## src/rtl/wb_uart.sv

```systemverilog
// Wishbone-attached UART: 16-bit register port, 8N1 TX/RX with a byte FIFO each way.
// Bit period is a programmable divisor; sticky error bits clear on STATUS read.
module wb_uart_fifo #(
    parameter int AW = 4
) (
    input  logic       clk,
    input  logic       resetn,
    input  logic       push_i,
    input  logic [7:0] din_i,
    input  logic       pop_i,
    output logic [7:0] dout_o,
    output logic       empty_o,
    output logic       full_o
);
    logic [7:0]  mem_q [2**AW];
    logic [AW:0] wp_q, rp_q;
    logic        push_ok, pop_ok;

    assign empty_o = (wp_q == rp_q);
    assign full_o  = (wp_q[AW] != rp_q[AW]) && (wp_q[AW-1:0] == rp_q[AW-1:0]);
    // A pop frees the slot in the same cycle, so push is still accepted when full.
    assign push_ok = push_i && (!full_o || pop_i);
    assign pop_ok  = pop_i && !empty_o;
    assign dout_o  = mem_q[rp_q[AW-1:0]];

    always_ff @(posedge clk) begin
        if (push_ok) mem_q[wp_q[AW-1:0]] <= din_i;
    end

    always_ff @(posedge clk) begin
        if (!resetn) begin
            wp_q <= '0;
            rp_q <= '0;
        end else begin
            if (push_ok) wp_q <= wp_q + 1'b1;
            if (pop_ok)  rp_q <= rp_q + 1'b1;
        end
    end
endmodule

module wb_uart #(
    parameter int CLK_DIV_RST = 1736,
    parameter int FIFO_AW     = 4
) (
    input  logic        clk,
    input  logic        resetn,
    input  logic        wb_stb_i,
    input  logic        wb_cyc_i,
    input  logic        wb_we_i,
    input  logic [13:0] wb_adr_i,
    input  logic [1:0]  wb_sel_i,
    input  logic [15:0] wb_dat_i,
    output logic [15:0] wb_dat_o,
    input  logic        uart_rx,
    output logic        uart_tx,
    output logic        irq
);
    typedef enum logic [1:0] {S_IDLE, S_START, S_DATA, S_STOP} st_e;

    logic        acc_prev_q;
    logic [15:0] rdata_q, rdata_d, div_q, div_d;
    logic        ovr_q, ovr_d, ferr_q, ferr_d, txovf_q, txovf_d;

    st_e         tx_st_q, tx_st_d;
    logic [15:0] tx_cnt_q, tx_cnt_d, tx_div_q, tx_div_d;
    logic [2:0]  tx_bit_q, tx_bit_d;
    logic [7:0]  tx_sh_q, tx_sh_d;
    logic        tx_pop, tx_end;

    st_e         rx_st_q, rx_st_d;
    logic [15:0] rx_cnt_q, rx_cnt_d, rx_div_q, rx_div_d, rx_half;
    logic [2:0]  rx_bit_q, rx_bit_d;
    logic [7:0]  rx_sh_q, rx_sh_d;
    logic        rx_bad_q, rx_bad_d;
    logic [1:0]  rx_sync_q;
    logic        rx_prev_q, rx_s, rx_push, ferr_set, rx_end;

    logic        acc, wr, rd;
    logic [1:0]  adr;
    logic        tx_push, rx_pop;
    logic [7:0]  tx_dout, rx_dout;
    logic        tx_empty, tx_full, rx_empty, rx_full;
    logic [15:0] status;
    logic        unused_ok;

    assign unused_ok = ^{wb_sel_i, wb_adr_i[13:2]};

    // Side effects only on the first strobed cycle of a bus access.
    assign acc     = wb_stb_i && wb_cyc_i && !acc_prev_q;
    assign wr      = acc && wb_we_i;
    assign rd      = acc && !wb_we_i;
    assign adr     = wb_adr_i[1:0];
    assign tx_push = wr && (adr == 2'd0);
    assign rx_pop  = rd && (adr == 2'd0);

    wb_uart_fifo #(.AW(FIFO_AW)) u_txf (
        .clk(clk), .resetn(resetn), .push_i(tx_push), .din_i(wb_dat_i[7:0]),
        .pop_i(tx_pop), .dout_o(tx_dout), .empty_o(tx_empty), .full_o(tx_full)
    );
    wb_uart_fifo #(.AW(FIFO_AW)) u_rxf (
        .clk(clk), .resetn(resetn), .push_i(rx_push), .din_i(rx_sh_q),
        .pop_i(rx_pop), .dout_o(rx_dout), .empty_o(rx_empty), .full_o(rx_full)
    );

    assign status = {8'h00, txovf_q, ferr_q, ovr_q, (tx_st_q != S_IDLE),
                     tx_empty, tx_full, rx_full, !rx_empty};
    assign irq      = !rx_empty || ovr_q || ferr_q || txovf_q;
    assign wb_dat_o = rdata_q;
    assign uart_tx  = (tx_st_q == S_START) ? 1'b0 :
                      (tx_st_q == S_DATA)  ? tx_sh_q[0] : 1'b1;

    always_comb begin
        rdata_d = rdata_q;
        div_d   = div_q;
        ovr_d   = ovr_q;
        ferr_d  = ferr_q;
        txovf_d = txovf_q;
        if (rd) begin
            case (adr)
                2'd0:    rdata_d = {8'h00, rx_empty ? 8'h00 : rx_dout};
                2'd1:    rdata_d = status;
                2'd2:    rdata_d = div_q;
                default: rdata_d = 16'h0000;
            endcase
            if (adr == 2'd1) begin
                ovr_d   = 1'b0;
                ferr_d  = 1'b0;
                txovf_d = 1'b0;
            end
        end
        if (wr && adr == 2'd2) div_d = (wb_dat_i < 16'd16) ? 16'd16 : wb_dat_i;
        // New events win over a same-cycle clear so none are lost.
        if (tx_push && tx_full && !tx_pop) txovf_d = 1'b1;
        if (rx_push && rx_full && !rx_pop) ovr_d = 1'b1;
        if (ferr_set) ferr_d = 1'b1;
    end

    assign tx_end = (tx_cnt_q == tx_div_q - 16'd1);

    always_comb begin
        tx_st_d  = tx_st_q;
        tx_cnt_d = tx_cnt_q;
        tx_div_d = tx_div_q;
        tx_bit_d = tx_bit_q;
        tx_sh_d  = tx_sh_q;
        tx_pop   = 1'b0;
        case (tx_st_q)
            S_IDLE: if (!tx_empty) begin
                tx_pop   = 1'b1;
                tx_div_d = div_q;
                tx_sh_d  = tx_dout;
                tx_cnt_d = '0;
                tx_st_d  = S_START;
            end
            S_START: begin
                tx_cnt_d = tx_cnt_q + 16'd1;
                if (tx_end) begin
                    tx_cnt_d = '0;
                    tx_bit_d = '0;
                    tx_st_d  = S_DATA;
                end
            end
            S_DATA: begin
                tx_cnt_d = tx_cnt_q + 16'd1;
                if (tx_end) begin
                    tx_cnt_d = '0;
                    tx_sh_d  = {1'b0, tx_sh_q[7:1]};
                    tx_bit_d = tx_bit_q + 3'd1;
                    if (tx_bit_q == 3'd7) tx_st_d = S_STOP;
                end
            end
            default: begin
                tx_cnt_d = tx_cnt_q + 16'd1;
                if (tx_end) tx_st_d = S_IDLE;
            end
        endcase
    end

    assign rx_s    = rx_sync_q[1];
    assign rx_half = {1'b0, rx_div_q[15:1]} - 16'd1;
    assign rx_end  = (rx_cnt_q == rx_div_q - 16'd1);

    always_comb begin
        rx_st_d  = rx_st_q;
        rx_cnt_d = rx_cnt_q;
        rx_div_d = rx_div_q;
        rx_bit_d = rx_bit_q;
        rx_sh_d  = rx_sh_q;
        rx_bad_d = rx_bad_q;
        rx_push  = 1'b0;
        ferr_set = 1'b0;
        case (rx_st_q)
            S_IDLE: if (rx_prev_q && !rx_s) begin
                rx_st_d  = S_START;
                rx_cnt_d = '0;
                rx_div_d = div_q;
            end
            S_START: begin
                rx_cnt_d = rx_cnt_q + 16'd1;
                if (rx_cnt_q == rx_half) begin
                    rx_cnt_d = '0;
                    rx_bit_d = '0;
                    rx_st_d  = rx_s ? S_IDLE : S_DATA;
                end
            end
            S_DATA: begin
                rx_cnt_d = rx_cnt_q + 16'd1;
                if (rx_end) begin
                    rx_cnt_d = '0;
                    rx_sh_d  = {rx_s, rx_sh_q[7:1]};
                    rx_bit_d = rx_bit_q + 3'd1;
                    if (rx_bit_q == 3'd7) rx_st_d = S_STOP;
                end
            end
            default: begin
                // After a framing error, park here until the line idles high.
                if (rx_bad_q) begin
                    if (rx_s) begin
                        rx_bad_d = 1'b0;
                        rx_st_d  = S_IDLE;
                    end
                end else begin
                    rx_cnt_d = rx_cnt_q + 16'd1;
                    if (rx_end) begin
                        if (rx_s) begin
                            rx_push = 1'b1;
                            rx_st_d = S_IDLE;
                        end else begin
                            ferr_set = 1'b1;
                            rx_bad_d = 1'b1;
                        end
                    end
                end
            end
        endcase
    end

    always_ff @(posedge clk) begin
        if (!resetn) begin
            acc_prev_q <= 1'b0;
            rdata_q    <= '0;
            div_q      <= 16'(CLK_DIV_RST);
            ovr_q      <= 1'b0;
            ferr_q     <= 1'b0;
            txovf_q    <= 1'b0;
            tx_st_q    <= S_IDLE;
            tx_cnt_q   <= '0;
            tx_div_q   <= 16'd16;
            tx_bit_q   <= '0;
            tx_sh_q    <= '0;
            rx_st_q    <= S_IDLE;
            rx_cnt_q   <= '0;
            rx_div_q   <= 16'd16;
            rx_bit_q   <= '0;
            rx_sh_q    <= '0;
            rx_bad_q   <= 1'b0;
            rx_sync_q  <= 2'b11;
            rx_prev_q  <= 1'b1;
        end else begin
            acc_prev_q <= wb_stb_i && wb_cyc_i;
            rdata_q    <= rdata_d;
            div_q      <= div_d;
            ovr_q      <= ovr_d;
            ferr_q     <= ferr_d;
            txovf_q    <= txovf_d;
            tx_st_q    <= tx_st_d;
            tx_cnt_q   <= tx_cnt_d;
            tx_div_q   <= tx_div_d;
            tx_bit_q   <= tx_bit_d;
            tx_sh_q    <= tx_sh_d;
            rx_st_q    <= rx_st_d;
            rx_cnt_q   <= rx_cnt_d;
            rx_div_q   <= rx_div_d;
            rx_bit_q   <= rx_bit_d;
            rx_sh_q    <= rx_sh_d;
            rx_bad_q   <= rx_bad_d;
            rx_sync_q  <= {rx_sync_q[0], uart_rx};
            rx_prev_q  <= rx_s;
        end
    end
endmodule
```

## config.mk

```make
export PLATFORM = sky130hd
export DESIGN_NAME = wb_uart
export DESIGN_NICKNAME = d
export VERILOG_FILES = /design/src/rtl/wb_uart.sv
export SDC_FILE = /design/constraint.sdc
export NUM_CORES = 1
export LEC_CHECK = 0
export CORE_AREA = 2 2 186 188
export DETAILED_ROUTE_END_ITERATION = 12
export DIE_AREA = 0 0 188 190
export PLACE_DENSITY = 0.78
export SLEW_MARGIN = 20
export SYNTH_ARGS = -nofsm -noshare
export SYNTH_HDL_FRONTEND = slang
export SYNTH_SLANG_ARGS = --single-unit
```

## constraint.sdc

```tcl
create_clock -name clk -period 5.1 [get_ports clk]
set_input_delay 0.765 -clock clk [delete_from_list [all_inputs] [get_ports clk]]
set_output_delay 0.765 -clock clk [all_outputs]
set_load 0.01 [all_outputs]
```

==> results of run 1 <==
-- worst max-delay path by stage --
stage / startpoint / endpoint / slack (ps) / cells after the start
detailed placement: rx_div_q[2] / u_rxf.mem_q[6][5] / 820 / 10
global route: rx_div_q[2] / u_rxf.mem_q[6][5] / 480 / 10
floorplan: rx_div_q[2] / u_rxf.mem_q[3][0] / 1280 / 10
CTS: rx_div_q[2] / u_rxf.mem_q[9][3] / 780 / 10
global placement: rx_div_q[2] / u_rxf.mem_q[7][5] / 930 / 10
finish: rx_div_q[2] / u_rxf.mem_q[13][6] / 750 / 10
-- Yosys cell counts, drive strengths merged (10+ instances only) --
cell type and count:
mux2i 26, nand2b 16, edfxtp 256, nand2 177, ha 23, nand3 36
nor4 17, nor2 146, nand4 30, buf 16, dfxtp 158, inv 23
and3 13, or3 11, mux4 73, a211o 10, nor3 38, a21oi 85
xor2 61, nor2b 19, xnor2 59, clkbuf 73, o21ai 21
-- sequential cells by signal, summed over array words and instances (netlist names), 2 cells and up, named ones only --
register,count
u_rxf.mem_q,128
tx_cnt_q,16
u_rxf.wp_q,5
u_txf.wp_q,5
tx_bit_q,3
tx_div_q,16
u_txf.mem_q,128
rx_bit_q,3
u_rxf.rp_q,5
tx_sh_q,8
div_q,16
rx_sync_q,2
rx_st_q,2
tx_st_q,2
u_txf.rp_q,5
rx_sh_q,8
wb_dat_o,16
rx_cnt_q,16
rx_div_q,16
-- worst register-to-register path, cell delays in order (launching register included) --
cell,delay [ps]
dfxtp_1,380
inv_1,120
ha_1,410
or4b_1,540
or3_1,360
a2111oi_0,430
nand4_1,360
nor4_4,360
buf_4,220
nand2_1,130
nor2_1,670
-- final cells by class --
class,count,area (um^2),area share [%]
sequential,414,10900,52.7
multi-input combinational,972,7120,34.6
clock buffer,49,1070,5.21
timing repair buffer,69,621,3.01
tap,455,569,2.76
clock inverter,24,282,1.37
inverter,23,87.6,0.425
-- per-stage QoR --
step           instances  util (%)  power (mW)  setup slack [ps]  area [um^2]
2_1_floorplan       1498         -        4.48              1280        18400
3_3_place_gp        1933      56.7        4.71               928        19200
3_5_place_dp        1933      56.7        4.74               823        19200
4_1_cts             2006      60.7        7.75               781        20600
5_1_grt             2006      60.7        7.99               479        20600
6_report            2006      60.7        7.72               753        20600
-- power groups by stage --
stage | clock (mW) | combinational [mW] | sequential (mW)
2_1_floorplan | 0 | 0.760 | 3.72
3_3_place_gp | 0 | 0.918 | 3.79
3_5_place_dp | 0 | 0.942 | 3.79
4_1_cts | 3.07 | 0.952 | 3.72
5_1_grt | 3.20 | 1.05 | 3.73
6_report | 3.03 | 0.960 | 3.72
-- layer usage --
layer  GRT usage (%)  vias to the layer above  part of all wire, %
met5               0                        -                    0
met4            8.21                        0                  3.1
met3            3.49                       92                  6.5
met2            40.4                      459                   50
met1            30.7                     5951                   41
li1                -                     5575                    -
-- kinds of logic after synthesis --
| group | share of synthesized area, % |
|---|---|
| muxes | 10.5 |
| AOI/OAI and AO/OA | 6.69 |
| buffers and inverters | 2.32 |
| adders and majority gates | 1.57 |
| DFF | 59.0 |
| xor gates and xnor gates | 5.72 |
| and+or+nand+nor | 14.1 |
==> results.cfg, run 1 <==
[routing]
drt_iter0_drc = 1245
drc_errors = 0
drt_wl_total_um = 41900
vias = 12100
wl_per_cell_um = 20.9
viasPerCell = 6.02
first_pass_iters = 5
ant_nets = 0

[setup_path]
r2r_cells = 10
cp_max_fo = 12
worstPathCellList = inv_1, ha_1, or4b_1, or3_1, a2111oi_0, nand4_1, nor4_4, buf_4, nand2_1, nor2_1
end_kind = register
worstSetupPathType = register to register
timing.rr.end = u_rxf.mem_q[13][6]
start_kind = register
crit_family = simple AND/OR/NAND/NOR gates
r2r_slack_ps = 750
crit_buf_inv = 2
max_stage_delay_ps = 670
worst_ep_arrival_time_ps = 4510
r2r_start = rx_div_q[2]
cp_slowest_cell = nor2_1
critical_path_required_ps = 5270

[hold_path]
worst_hold_path.endpoint = rx_sync_q[1]
min_delay_path_depth = 1
hold_path_class = register to register
holdCritStartpoint = rx_sync_q[0]

[final_layout]
area_delta_synth_final_pct = 12.2
antenna_cells = 0
fill_cells = 2501
layout_commonest_cell = edfxtp_1
nNetsFinal = 1581
drive_gt1_share_pct = 12.4
final_cell_mix = edfxtp_1 (256), nand2_1 (177), dfxtp_1 (155)

[pwr]
ir_drop_uv = 251
switching_share_pct = 25.1
cellLeakagePower_nw = 6.79
combPwrFrac_pct = 12.4
p_int_mw = 5.78
switching_power_mw = 1.93
power_density_mw_per_mm2 = 374
seq_power_share_pct = 48.3
power.share.clock_pct = 39.3

[placement]
io_buffers = 41
gp_congestion = 0.898
dpl.hpwl_um = 26800

[global_routing]
grtUsageTotal_pct = 23.5
grt_max_degree = 46
overflow = 0
grt_pass1_vias = 12000
antenna_found_initial = 0
grt_pass1_wl_um = 65900

[sta]
clock.fmax_mhz = 230
min_period_ps = 4350
drv_slew = 0
tns_ps = 0
hold_viol_final = 0
finalSetupViolCount = 0
whs_ps = 403
maxSlewHeadroom_pct = 31.2
skew_ps = 23.8
rsz0062_at_grt = no
period_share_pct = 85.2
max_slew.worst_pin.slew_ps = 1030

[synth]
syn_inst = 1498
ys_seq_elements = 414
synth_area_leaders = edfxtp_1 (42%), dfxtp_1 (17%), mux4_2 (8.9%)
synth.yosys.warnings = 0
syn_area_per_cell_um2 = 12.3
synth_nets = 1559
synth_ff_type = edfxtp_1
ys_async_sr_fraction_pct = 0
synth_cell_types = 75
synth_area_mm2 = 0.0184
synth_edf_count = 256
synth_top_cell_area_share_pct = 41.8
yosysTopAreaCell = edfxtp_1
seq_area_frac_synth_pct = 59.0

[clock_network]
ctsResizeCount = 0
cts_tree = built
cts_hold_buf = 0
clockBufferDepth = 3
htreeDepth = 2
cts.clk_slew.worst_paths_ps = 60
insertion_delay_ps = 550
clock_sinks = 414
post_cts_buffers = 0
numCtsBuffers = 40
root_buffer = clkbuf_16

[die]
rows = 68
core_mm2 = 0.0339
die_x_um = 188
fp.dieH_um = 190
fp.dieArea_mm2 = 0.0357
io-pin-count = 56
start_util_pct = 54.1

[outcome]
status = finished clean

[run]
maxCapViolCount = 0
Note: power is estimated with default switching activity, not from simulation.
==> run 2: changes to the inputs <==
- RECOVER_POWER: default -> 25
==> run 2 against run 1 <==
Against the previous run:
- the flow now finishes with violations (capacitance limit, slew limit)
- sequential cell count unchanged
- critical path type unchanged
- hold slack about the same
- sequential share of layout area about the same
- non-clock buffer count unchanged
- maximum frequency about the same
- worst setup slack got worse by 3.8 ps
- utilization about the same
- critical path depth unchanged
- die area unchanged
- final cell count unchanged
- combinational power about the same
==> results.cfg, run 2 (same netlist as run 1, synthesis figures left out) <==
[outcome]
status = finished with violations
failed_checks = capacitance limit, slew limit

[global_routing]
grtUsageTotal_pct = 23.5
grt_pass1_wl_um = 65900
grt_pass1_vias = 12000
grt_max_degree = 46
antenna_found_initial = 0
overflow = 0

[sta]
hold_viol_final = 0
max_slew.worst_pin.slew_ps = 1520
finalSetupViolCount = 0
period_share_pct = 85.3
maxSlewHeadroom_pct = -1.13
tns_ps = 0
skew_ps = 23.5
rsz0062_at_grt = no
whs_ps = 403
min_period_ps = 4350
drv_slew = 30
clock.fmax_mhz = 230

[placement]
dpl.hpwl_um = 26800
gp_congestion = 0.898
io_buffers = 41

[die]
rows = 68
core_mm2 = 0.0339
start_util_pct = 54.1
die_x_um = 188
fp.dieArea_mm2 = 0.0357
io-pin-count = 56
fp.dieH_um = 190

[final_layout]
fill_cells = 2504
layout_commonest_cell = edfxtp_1
nNetsFinal = 1581
area_delta_synth_final_pct = 12.1
final_cell_mix = edfxtp_1 (256), nand2_1 (177), dfxtp_1 (155)
register_area_mm2 = 0.0109
finish.utilization_pct = 60.7
antenna_cells = 0
drive_gt1_share_pct = 12.3
multi_input_area_mm2 = 0.00712

[setup_path]
critical_path_required_ps = 5270
r2r_start = rx_div_q[2]
cp-startpoint = rx_div_q[2]
end_kind = register
cp_max_fo = 12
endpoint = u_rxf.mem_q[13][6]
r2r_cells = 10
worstSetupPathType = register to register
timing.rr.end = u_rxf.mem_q[13][6]
r2r_slack_ps = 750
start_kind = register
worst_ep_arrival_time_ps = 4520

[clock_network]
htreeDepth = 2
cts.clk_slew.worst_paths_ps = 60
post_cts_buffers = 0
root_buffer = clkbuf_16
clockBufferDepth = 3
ctsResizeCount = 0
clock_sinks = 414
cts_hold_buf = 0
cts_tree = built
insertion_delay_ps = 550
numCtsBuffers = 40

[routing]
drt_iter0_drc = 1238
viasPerCell = 6.03
drt_wl_total_um = 41900
vias = 12100
ant_nets = 0
first_pass_iters = 5
wl_per_cell_um = 20.9
drc_errors = 0

[hold_path]
min_delay_path_depth = 1
hold_path_class = register to register

[pwr]
cellLeakagePower_nw = 6.78
ir_drop_uv = 251
power_density_mw_per_mm2 = 375

[run]
maxCapViolCount = 1
==> run 2: cell type report <==
cell class	instances	share of cell area, %
Sequential cell	414	52.7
Multi-Input combinational cell	972	34.6
Clock buffer	49	5.22
Timing Repair Buffer	69	2.98
Tap cell	455	2.76
Clock inverter	24	1.37
Inverter	23	0.425
==> run 2: report_power, final <==
part	leakage (nW)	internal, mW	switching, mW
Sequential	3.62	3.60	0.125
Clock	0.662	1.77	1.26
Combinational	2.51	0.413	0.545
Total	6.78	5.78	1.93
==> run 2: per-layer routing <==
metal	global-route usage, %	part of all wire (%)
met1	30.7	41
met5	0	0
met4	8.21	3.1
met2	40.4	50
met3	3.49	6.5
==> run 2: per-stage QoR <==
stage          power [mW]  area (um^2)  worst slack, ps  cells
3_5_place_dp         4.74        19200              823   1933
5_1_grt              7.99        20600              479   2006
4_1_cts              7.75        20600              781   2006
3_3_place_gp         4.71        19200              928   1933
2_1_floorplan        4.48        18400             1280   1498
6_report             7.72        20600              749   2006
==> run 2: worst min-delay path by stage <==
stage	startpoint	to	slack (ps)
5_1_grt	rx_sync_q[0]	rx_sync_q[1]	440
6_report	rx_sync_q[0]	rx_sync_q[1]	400
4_1_cts	rx_sync_q[0]	rx_sync_q[1]	400
3_3_place_gp	rx_sync_q[0]	rx_sync_q[1]	390
3_5_place_dp	rx_sync_q[0]	rx_sync_q[1]	390
2_1_floorplan	rx_sync_q[0]	rx_sync_q[1]	390
==> run 2: worst max-delay path: stages (launching register included) <==
cell and delay, ps:
dfxtp_1 380, inv_1 120, ha_1 410, or4b_1 540
or3_1 360, a2111oi_0 430, nand4_1 360, nor4_4 360
buf_4 220, nand2_1 130, nor2_1 670
